**config.mk**
```make
export PLATFORM = sky130hd
export DESIGN_NAME = fpnew_rounding_lanes
export DESIGN_NICKNAME = d
export VERILOG_FILES = /design/src/rtl/fpnew_rounding_lanes.sv
export SDC_FILE = /design/constraint.sdc
export NUM_CORES = 1
export LEC_CHECK = 0
export CAP_MARGIN = 20
export CORE_UTILIZATION = 45
export DETAILED_ROUTE_END_ITERATION = 8
export GPL_ROUTABILITY_DRIVEN = 0
export PLACE_DENSITY_LB_ADDON = 0.15
export RECOVER_POWER = 50
export SLEW_MARGIN = 20
export SYNTH_ARGS = -nofsm -noshare
export SYNTH_HDL_FRONTEND = slang
export SYNTH_SLANG_ARGS = --single-unit
```
**constraint.sdc**
```tcl
create_clock -name clk_i -period 1.3 [get_ports clk_i]
set_clock_uncertainty 0.05 [all_clocks]
set_input_delay 0.26 -clock clk_i [delete_from_list [all_inputs] [get_ports clk_i]]
set_output_delay 0.26 -clock clk_i [all_outputs]
set_load 0.02 [all_outputs]
```
**src/rtl/fpnew_rounding_lanes.sv**
```systemverilog
// fpnew_rounding_lanes
// Multi-lane magnitude rounding unit with a valid/ready pipeline.
// Each lane applies the shared rounding mode to its magnitude and {R,S} bits,
// then the results travel through NumPipeRegs handshake-controlled stages.
// Optional feature: define FPNEW_ROUNDING_STATUS_EN to build the sticky
// inexact accumulator behind status_o / status_clr_i; without it status_o is 0.
module fpnew_rounding_lanes #(
  parameter int unsigned AbsWidth    = 8,
  parameter int unsigned NumLanes    = 4,
  parameter int unsigned NumPipeRegs = 2
) (
  input  logic                         clk_i,
  input  logic                         rst_ni,
  input  logic                         flush_i,
  // Input handshake and operands
  input  logic                         in_valid_i,
  output logic                         in_ready_o,
  input  logic [NumLanes*AbsWidth-1:0] abs_value_i,
  input  logic [NumLanes-1:0]          sign_i,
  input  logic [NumLanes-1:0]          effective_subtraction_i,
  input  logic [NumLanes-1:0]          lane_mask_i,
  input  logic [2*NumLanes-1:0]        round_sticky_bits_i,
  input  logic [2:0]                   rnd_mode_i,
  // Output handshake and results
  output logic                         out_valid_o,
  input  logic                         out_ready_i,
  output logic [NumLanes*AbsWidth-1:0] abs_rounded_o,
  output logic [NumLanes-1:0]          sign_o,
  output logic [NumLanes-1:0]          exact_zero_o,
  output logic [NumLanes-1:0]          inexact_o,
  output logic [NumLanes-1:0]          carry_o,
  output logic                         mode_err_o,
  // Sticky inexact status
  output logic [NumLanes-1:0]          status_o,
  input  logic                         status_clr_i
);

  // --------------------------------------------------------------------------
  // Types
  // --------------------------------------------------------------------------
  typedef enum logic [2:0] {
    RNE = 3'd0,
    RTZ = 3'd1,
    RDN = 3'd2,
    RUP = 3'd3,
    RMM = 3'd4,
    ROD = 3'd5
  } rnd_mode_e;

  // Everything one transaction carries from the rounding logic to the outputs.
  typedef struct packed {
    logic [NumLanes*AbsWidth-1:0] abs;
    logic [NumLanes-1:0]          sign;
    logic [NumLanes-1:0]          exact_zero;
    logic [NumLanes-1:0]          inexact;
    logic [NumLanes-1:0]          carry;
    logic                         mode_err;
  } stage_t;

  // Round-up decision for one lane given the effective mode.
  function automatic logic round_up_decision(input rnd_mode_e mode,
                                             input logic      lsb,
                                             input logic      sign,
                                             input logic      r,
                                             input logic      s);
    logic up;
    up = 1'b0;
    case (mode)
      RNE:     up = r & (s | lsb);      // above half, or exact tie to odd lsb
      RTZ:     up = 1'b0;
      RDN:     up = (r | s) & sign;     // toward -inf grows negative magnitudes
      RUP:     up = (r | s) & ~sign;    // toward +inf grows positive magnitudes
      RMM:     up = r;                  // ties away from zero
      ROD:     up = (r | s) & ~lsb;     // jam a 1 into the lsb when inexact
      default: up = 1'b0;
    endcase
    return up;
  endfunction

  // --------------------------------------------------------------------------
  // Rounding in front of stage 0
  // --------------------------------------------------------------------------
  logic                mode_err;
  rnd_mode_e           mode_eff;
  stage_t              round_res;
  logic [AbsWidth-1:0] lane_abs;
  logic [AbsWidth:0]   lane_sum;
  logic                lane_r;
  logic                lane_s;
  logic                lane_up;
  logic                lane_zero;

  // Per-lane round-up decision, increment, flags and lane masking.
  always_comb begin
    // NOTE: every variable written here gets a value before any branch, so
    // no path can leave one unassigned and turn it into a latch.
    mode_err  = (rnd_mode_i == 3'd6) || (rnd_mode_i == 3'd7);
    mode_eff  = mode_err ? RTZ : rnd_mode_e'(rnd_mode_i);
    round_res = '0;
    lane_abs  = '0;
    lane_sum  = '0;
    lane_r    = 1'b0;
    lane_s    = 1'b0;
    lane_up   = 1'b0;
    lane_zero = 1'b0;

    round_res.mode_err = mode_err;

    for (int k = 0; k < NumLanes; k++) begin
      lane_abs  = abs_value_i[k*AbsWidth +: AbsWidth];
      lane_r    = round_sticky_bits_i[2*k+1];
      lane_s    = round_sticky_bits_i[2*k];
      lane_up   = round_up_decision(mode_eff, lane_abs[0], sign_i[k], lane_r, lane_s);
      // One extra bit keeps the carry out of the wrapping increment.
      lane_sum  = {1'b0, lane_abs} + {{AbsWidth{1'b0}}, lane_up};
      lane_zero = (lane_abs == '0) && !lane_r && !lane_s;

      // Disabled lanes stay all-zero, including their sign and flags.
      if (lane_mask_i[k]) begin
        round_res.abs[k*AbsWidth +: AbsWidth] = lane_sum[AbsWidth-1:0];
        round_res.carry[k]      = lane_sum[AbsWidth];
        round_res.exact_zero[k] = lane_zero;
        round_res.inexact[k]    = lane_r | lane_s;
        // An exact zero produced by effective subtraction takes its sign
        // from the rounding direction: -0 only when rounding down.
        round_res.sign[k]       = (lane_zero && effective_subtraction_i[k])
                                  ? (mode_eff == RDN) : sign_i[k];
      end
    end
  end

  // --------------------------------------------------------------------------
  // Pipeline with per-stage valid/ready
  // --------------------------------------------------------------------------
  stage_t                 stage_q [NumPipeRegs];
  stage_t                 stage_d [NumPipeRegs];
  logic [NumPipeRegs-1:0] valid_q;
  logic [NumPipeRegs-1:0] valid_d;
  logic [NumPipeRegs-1:0] stage_ready;
  logic                   in_accept;

  // A stage can take new data unless it and every stage after it is full
  // while the consumer stalls; this is the unrolled form of
  // ready[i] = ~valid_q[i] | ready[i+1] with ready[last+1] = out_ready_i.
  for (genvar i = 0; i < NumPipeRegs; i++) begin : g_ready
    assign stage_ready[i] = out_ready_i | ~(&valid_q[NumPipeRegs-1:i]);
  end

  // The flush cycle refuses input so nothing enters a pipeline being emptied.
  assign in_ready_o = stage_ready[0] & ~flush_i;
  assign in_accept  = in_valid_i & in_ready_o;

  // Next-state of the stage registers: advance where ready, hold otherwise.
  always_comb begin
    for (int i = 0; i < NumPipeRegs; i++) begin
      valid_d[i] = valid_q[i];
      stage_d[i] = stage_q[i];
    end

    if (stage_ready[0]) begin
      valid_d[0] = in_accept;
    end
    if (in_accept) begin
      stage_d[0] = round_res;
    end

    for (int i = 1; i < NumPipeRegs; i++) begin
      if (stage_ready[i]) begin
        valid_d[i] = valid_q[i-1];
        if (valid_q[i-1]) begin
          stage_d[i] = stage_q[i-1];
        end
      end
    end

    if (flush_i) begin
      valid_d = '0;
    end
  end

  // Stage registers with asynchronous clear.
  always_ff @(posedge clk_i or negedge rst_ni) begin
    // NOTE: state is updated with non-blocking assignments so every stage
    // samples its predecessor's old value, exactly like a chain of flops.
    if (!rst_ni) begin
      valid_q <= '0;
      // NOTE: the data registers are reset too, not only the valid bits,
      // because the outputs are required to read 0 while in reset.
      for (int i = 0; i < NumPipeRegs; i++) begin
        stage_q[i] <= '0;
      end
    end else begin
      valid_q <= valid_d;
      for (int i = 0; i < NumPipeRegs; i++) begin
        stage_q[i] <= stage_d[i];
      end
    end
  end

  // --------------------------------------------------------------------------
  // Outputs
  // --------------------------------------------------------------------------
  assign out_valid_o   = valid_q[NumPipeRegs-1];
  assign abs_rounded_o = stage_q[NumPipeRegs-1].abs;
  assign sign_o        = stage_q[NumPipeRegs-1].sign;
  assign exact_zero_o  = stage_q[NumPipeRegs-1].exact_zero;
  assign inexact_o     = stage_q[NumPipeRegs-1].inexact;
  assign carry_o       = stage_q[NumPipeRegs-1].carry;
  assign mode_err_o    = stage_q[NumPipeRegs-1].mode_err;

  // --------------------------------------------------------------------------
  // Sticky inexact status
  // --------------------------------------------------------------------------
`ifdef FPNEW_ROUNDING_STATUS_EN
  logic [NumLanes-1:0] status_q;
  logic [NumLanes-1:0] status_d;
  logic [NumLanes-1:0] hs_inexact;

  // Accumulate inexact lanes of every delivered result; a clear in the same
  // cycle as a delivery keeps only that delivery's flags.
  always_comb begin
    hs_inexact = (out_valid_o && out_ready_i) ? inexact_o : '0;
    status_d   = status_clr_i ? hs_inexact : (status_q | hs_inexact);
  end

  // Status register with asynchronous clear.
  always_ff @(posedge clk_i or negedge rst_ni) begin
    if (!rst_ni) begin
      status_q <= '0;
    end else begin
      status_q <= status_d;
    end
  end

  assign status_o = status_q;
`else
  // Without the accumulator the clear input has no function.
  logic unused_status_clr;
  assign unused_status_clr = status_clr_i;
  assign status_o          = '0;
`endif

endmodule

```
==> flow_summary.yaml, run 1 <==
final_layout:
  final_nets: 713
  drive_gt1_share_pct: 53.6
  area_growth_syn_to_layout_pct: 58.4
  nFillCells: 730
  fin_util_pct: 73.0
  fin_area_um2: 7920
  finalNonFillerCells: 789
  antenna_cells: 0
pwr:
  power.density_nw_per_um2: 1050
  power_uw: 8320
  switching_share_pct: 30.8
  irDropWorstVdd_v: 0.000478
  pwr-share-comb_pct: 29.4
  power_frac_seq_pct: 45.2
  leakagePower_uw: 0.00388
  internal_power_uw: 5750
  switchingPower_uw: 2560
  clkPwrFrac_pct: 25.3
clock_network:
  numCtsBuffers: 9
  clkTransAtPathRegs_ns: 0.10
  root_buffer: "clkbuf_8"
  worstSkewPairLatency_ns: 0.38
  htreeDepth: 3
  cts_sinks: 100
  cts_tree: "built"
  cts_buffer_depth: 2
logic_synthesis:
  muxShareOfSynthArea_pct: 11.8
  synth_xor_area_share_pct: 4.20
  synth_edf_count: 0
  synth_compound_area_share_pct: 6.21
  synth_area_per_cell_um2: 10.7
  ys_types: 36
  ys_ff_latch: 100
  syn_inst: 468
  synth_flop_cell: "dfrtp_1"
  synth_top_family_by_area: "simple AND/OR/NAND/NOR gates"
  netlist_area_um2: 5000
  synth-simple-area-share_pct: 15.3
  async_flop_share_pct: 100
  yosys_warnings: 0
  yosysSeqAreaShare_pct: 50.1
  synth-adder-area-share_pct: 2.00
grt:
  grt_pass1_wl_um: 23200
  globalRouteTotalUtil_pct: 26.8
  grt_max_degree: 30
  antenna_found_initial: 0
  grt-ovfl-total: 0
  grt_pass1_vias: 4432
outcome:
  violations: "negative setup slack"
  status: "finished, violations left"
floorplan:
  core-area_um2: 10800
  die-width_um: 107
  dieHeight_um: 107
  io_pins: 116
  dieArea_um2: 11500
  initial_core_util_pct: 46.1
  rows: 38
critical_path:
  crit_start: "rnd_mode_i[1]"
  critPathCaptureType: "flip-flop"
  path_class: "input pin to flip-flop"
  cp.required_ns: 1.54
  path_max_fanout: 5
  cp_data_arrival_time_ns: 1.94
  start_kind: "input pin"
  reg2reg_from: "valid_q[1]"
sta:
  finalHoldViolCount: 0
  fin_crit_ns: 1.69
  setup_ws_ns: -0.393
  maxSlewHeadroom_pct: 63.2
  max_freq_mhz: 591
  worst_slew_pin_slew_ns: 0.551
  setup_viol: 100
  rsz0062_at_grt: "true"
  drv_slew: 0
  hold_ws_ns: 0.219
  timing.final.crit_share_pct: 130
drt:
  drc_errors: 0
  via_count: 4217
  ant_nets: 0
  drt_iter0_drc: 211
  routed_wl_um: 15500
  drt_first_pass_iters: 4
  viasPerCell: 5.34
  drt-wirelength-per-cell_um: 19.6
placement:
  place_inst: 730
  io_buffers: 110
  dpl_cell_area_um2: 6820
  hpwl_um: 8850
worst_hold_path:
  hold_class: "input pin to flip-flop"
  hold_path.startpoint: "rnd_mode_i[1]"
job:
  drv_cap: 0
-- routing by layer --
layer  wire length, um  share of wire, %  track usage [%]
met5                 0                 0                0
met4               323               2.1             10.6
met3               725               4.7             4.12
met2              7890                51             46.4
met1              6520                42             33.7
-- cell type report --
class                   count  area, um^2  area share [%]
clock buffers              12         155            1.96
clock inverters             4        47.5           0.600
inverters                   6        25.0           0.316
multi-input cells         298        2840            35.8
flip-flops and latches    100        2500            31.6
well taps                 140         175            2.21
repair buffers            229        2170            27.5
-- worst max-delay path, cell delays in order --
cell and delay (ns):
buf_6 0.10, buf_6 0.12, nor2_4 0.13, buf_6 0.13, nand2_1 0.05, o211a_1 0.22, nor2_1 0.10, ha_2 0.22
ha_4 0.17, nand2_1 0.07, xor2_1 0.16, o31ai_2 0.20
-- cell families after synthesis --
group,after synthesis
muxes,53
buffers and inverters,73
AOI/OAI and AO/OA,51
and+or+nand+nor,158
DFF,100
adders and majority gates,8
other,1
xor gates and xnor gates,24
-- final timing paths --
kind | endpoint | slack (ns) | depth (start not counted)
worst max-delay path | stage_q[80] | -0.39 | 12
worst min-delay path | stage_q[49] | 0.22 | 4
worst max register to register | abs_rounded_o[31] | -0.31 | 7
worst min register to register | stage_q[66] | 0.44 | 2
max in group asynchronous | abs_rounded_o[0] | 0.18 | 3
min in group asynchronous | abs_rounded_o[9] | 0.33 | 2
-- cells in the mapped netlist, types with 4 or more instances --
master	number	share of area, %
dfrtp_1	100	50
nand2_1	74	5.6
buf_4	57	8.6
mux2_2	39	8.8
o21ai_0	32	3.2
nand3_1	21	2.1
xor2_1	20	3.5
nand4_1	15	1.9
nor2_1	13	0.98
o31ai_1	12	1.8
mux2_1	10	2.3
ha_1	8	2.0
nor3b_1	8	1.2
nor4_1	8	1.0
and3_1	6	0.75
buf_2	6	0.60
inv_1	5	0.38
and4_1	4	0.70
mux2i_1	4	0.80
nor3_1	4	0.40
xnor2_1	4	0.70
-- metrics by stage --
stage	setup TNS [ns]	setup slack [ns]
finish	-21.57	-0.393
global route	-26.35	-0.478
CTS	-19.55	-0.376
detailed placement	-69.30	-1.24
global placement	-67.16	-1.09
floorplan	-12.45	-0.398
-- state kept, by name, summed over array words and instances (netlist names) --
name           count
inexact_o          4
abs_rounded_o     32
mode_err_o         1
stage_q           49
carry_o            4
valid_q            2
sign_o             4
exact_zero_o       4
-- repair_timing --
action	4_1_cts	5_1_grt
resized for setup	343	79
endpoints found under the setup margin	149	102
hold endpoints to repair	16	0
setup buffers	25	8
pin swaps	57	53
hold buffers	1	0
gates cloned	10	4
-- placed cells by master (no fill, tap or decap), types with 11 or more instances in the layout --
master and n:
clkdlybuf4s50_1 31, nand3_2 17, nand2_4 13, mux2_4 49, buf_2 50, buf_4 70
buf_12 11, nand2_2 19, nand2_1 41, o21ai_1 23, clkbuf_8 11, xor2_1 18
dlygate4sd2_1 16, dfrtp_1 99, nand4_1 15, buf_6 28
-- power groups by stage --
stage	combinational [uW]	sequential, uW	clock, uW
5_1_grt	2590	3810	2240
6_report	2450	3760	2110
3_3_place_gp	2180	3780	0
4_1_cts	2280	3740	2100
2_1_floorplan	1460	3730	0
3_5_place_dp	2220	3800	0
(Power assumes the default switching activity.)
==> run 2, diff against run 1 <==
Settings changed: GPL_TIMING_DRIVEN from default to 0, REMOVE_ABC_BUFFERS from default to 1, SKIP_LAST_GASP from default to 1.
==> run 2 against run 1 <==
  * The flow finishes with violations (design-rule violations, negative setup slack)
  * Core utilization down 5.5 points
  * Fmax up 6.9%
  * First-iteration DRC count down 38%
  * Global-route usage down 3.8 points
  * Clock-buffer cell count unchanged
  * Hold slack worse by 0.013 ns
  * Worst setup slack better by 0.11 ns
  * Die area unchanged
  * Non-clock buffer count down 67
  * Clock power up 5%
  * Via count down 6.7%
==> flow_summary.yaml, run 2 (synthesis gave the netlist of run 1 again) <==
critical_path:
  r2r_cells: 6
  r2r_slack_ns: -0.28
  crit_start: "rnd_mode_i[0]"
  path_class: "input pin to flip-flop"
  rr_endpoint: "mode_err_o"
  cp.required_ns: 1.51
  start_kind: "input pin"
  cp_data_arrival_time_ns: 1.79
  reg2reg_from: "valid_q[1]"
  critPathCaptureType: "flip-flop"
  path_max_fanout: 5
  crit_path_end: "stage_q[87]"
sta:
  drv_slew: 0
  rsz0062_at_grt: "true"
  max_freq_mhz: 631
  worst_slew_pin_slew_ns: 0.724
  timing.final.crit_share_pct: 122
  maxSlewHeadroom_pct: 51.8
  setup_viol: 95
  finalHoldViolCount: 0
  fin_crit_ns: 1.58
  setup_ws_ns: -0.284
final_layout:
  final_common_cell: "dfrtp_1"
  largest-register: "stage_q"
  area_growth_syn_to_layout_pct: 46.4
  drive_gt1_share_pct: 45.9
  largest_reg_flops: 49
  antenna_cells: 0
  fin_util_pct: 67.5
  final_cell_mix: "100 x dfrtp_1, 51 x buf_2, 46 x nand2_1, 46 x mux2_4, 33 x clkdlybuf4s50_1"
  final_nets: 656
  finalNonFillerCells: 732
  nFillCells: 839
worst_hold_path:
  hold_class: "input pin to flip-flop"
pwr:
  switching_share_pct: 29.7
  switchingPower_uw: 2420
  clkPwrFrac_pct: 27.1
  irDropWorstVdd_v: 0.000491
  internal_power_uw: 5720
  pwr-share-comb_pct: 27.1
  power_frac_seq_pct: 45.7
  power.density_nw_per_um2: 1110
  leakagePower_uw: 0.00348
clock_network:
  clkTransAtPathRegs_ns: 0.09
  cts_sinks: 100
  numCtsBuffers: 9
  root_buffer: "clkbuf_8"
  cts_buffer_depth: 2
  htreeDepth: 3
  cts_tree: "built"
  worstSkewPairLatency_ns: 0.36
grt:
  globalRouteTotalUtil_pct: 23.0
  grt-ovfl-total: 0
  antenna_found_initial: 0
  grt_pass1_vias: 3906
  grt_max_degree: 52
  grt_pass1_wl_um: 20100
placement:
  place_inst: 658
  io_buffers: 110
  pre_cts_ws_ns: -1.83
  hpwl_um: 7360
drt:
  drt-wirelength-per-cell_um: 19.5
  viasPerCell: 5.38
  drc_errors: 3
  routed_wl_um: 14300
  via_count: 3936
  drt_iter0_drc: 130
  ant_nets: 0
  drt_first_pass_iters: 6
job:
  drv_cap: 0
floorplan:
  io_pins: 116
  die-width_um: 107
  dieArea_um2: 11500
  dieHeight_um: 107
  initial_core_util_pct: 46.1
  core-area_um2: 10800
  rows: 38
outcome:
  violations: "design-rule violations, negative setup slack"
  status: "finished, violations left"
run 2: cell count changes in the layout (fill, tap and decap cells not counted), sizes merged, moves of 4 or more:
| cell | delta |
|---|---|
| nand2 | +10 |
| dlygate4sd2 | -4 |
| buf | -67 |
| dlymetal6s2s | -4 |
| clkdlybuf4s15 | +4 |
run 2: per-layer routing:
| metal | part of all wire, % | track usage [%] | wire length [um] | vias to the layer above |
|---|---|---|---|---|
| met5 | 0 | 0 | 0 | - |
| met4 | 1.7 | 7.24 | 238 | 0 |
| met3 | 4.2 | 3.15 | 593 | 17 |
| met2 | 51 | 39.8 | 7220 | 110 |
| met1 | 44 | 29.9 | 6220 | 1969 |
| li1 | - | - | - | 1840 |
run 2: worst min-delay path by stage:
stage | start | end | slack, ns | cells after the start
6_report | sign_i[0] | stage_q[62] | 0.21 | 3
5_1_grt | sign_i[0] | stage_q[62] | 0.22 | 3
4_1_cts | round_sticky_bits_i[0] | stage_q[58] | 0.22 | 4
3_5_place_dp | rst_ni | abs_rounded_o[28] | 0.19 | 1
3_3_place_gp | stage_q[74] | stage_q[74] | 0.40 | 2
2_1_floorplan | rst_ni | abs_rounded_o[0] | -0.09 | 0
run 2: final cells by class:
cell class	count	area [um^2]	share of cell area (%)
inverters	6	22.5	0.308
well taps	140	175	2.39
multi-input cells	308	2810	38.4
repair buffers	162	1590	21.7
clock buffers	12	145	1.98
clock inverters	4	72.6	0.991
flip-flops and latches	100	2500	34.2
run 2: critical path, cell delays in order:
cell and delay, ns:
buf_12 0.11, nor3b_4 0.22, buf_6 0.14, nand2_2 0.05
o211a_1 0.12, nor2_1 0.11, ha_2 0.22, buf_4 0.13
buf_6 0.09, nand3_2 0.06, xor2_1 0.19, o21ai_1 0.08
run 2: timing repair:
action,in CTS,in global routing
setup buffers,31,12
setup endpoints to repair,149,100
pin swaps,37,48
resized for setup,378,123
gates cloned,7,10
endpoints found under the hold margin,49,0
hold buffers,1,0
run 2: metrics by stage:
step                      hold WS, ns  power [uW]  TNS (ns)  cell area [um^2]
after detailed placement        0.186        5590    -94.86              5910
after global routing            0.223        8490    -30.78              7320
after floorplan               -0.0856        4570    -91.33              4520
after CTS                       0.216        7810    -14.89              6650
after global placement          0.402        5520   -562.35              5800
final                           0.206        8140    -20.64              7320
run 2: power groups by stage:
stage	sequential, uW	clock, uW	combinational, uW
finish	3720	2210	2210
global route	3770	2360	2350
CTS	3690	2230	1890
detailed placement	3760	0	1830
global placement	3750	0	1770
floorplan	4040	0	531
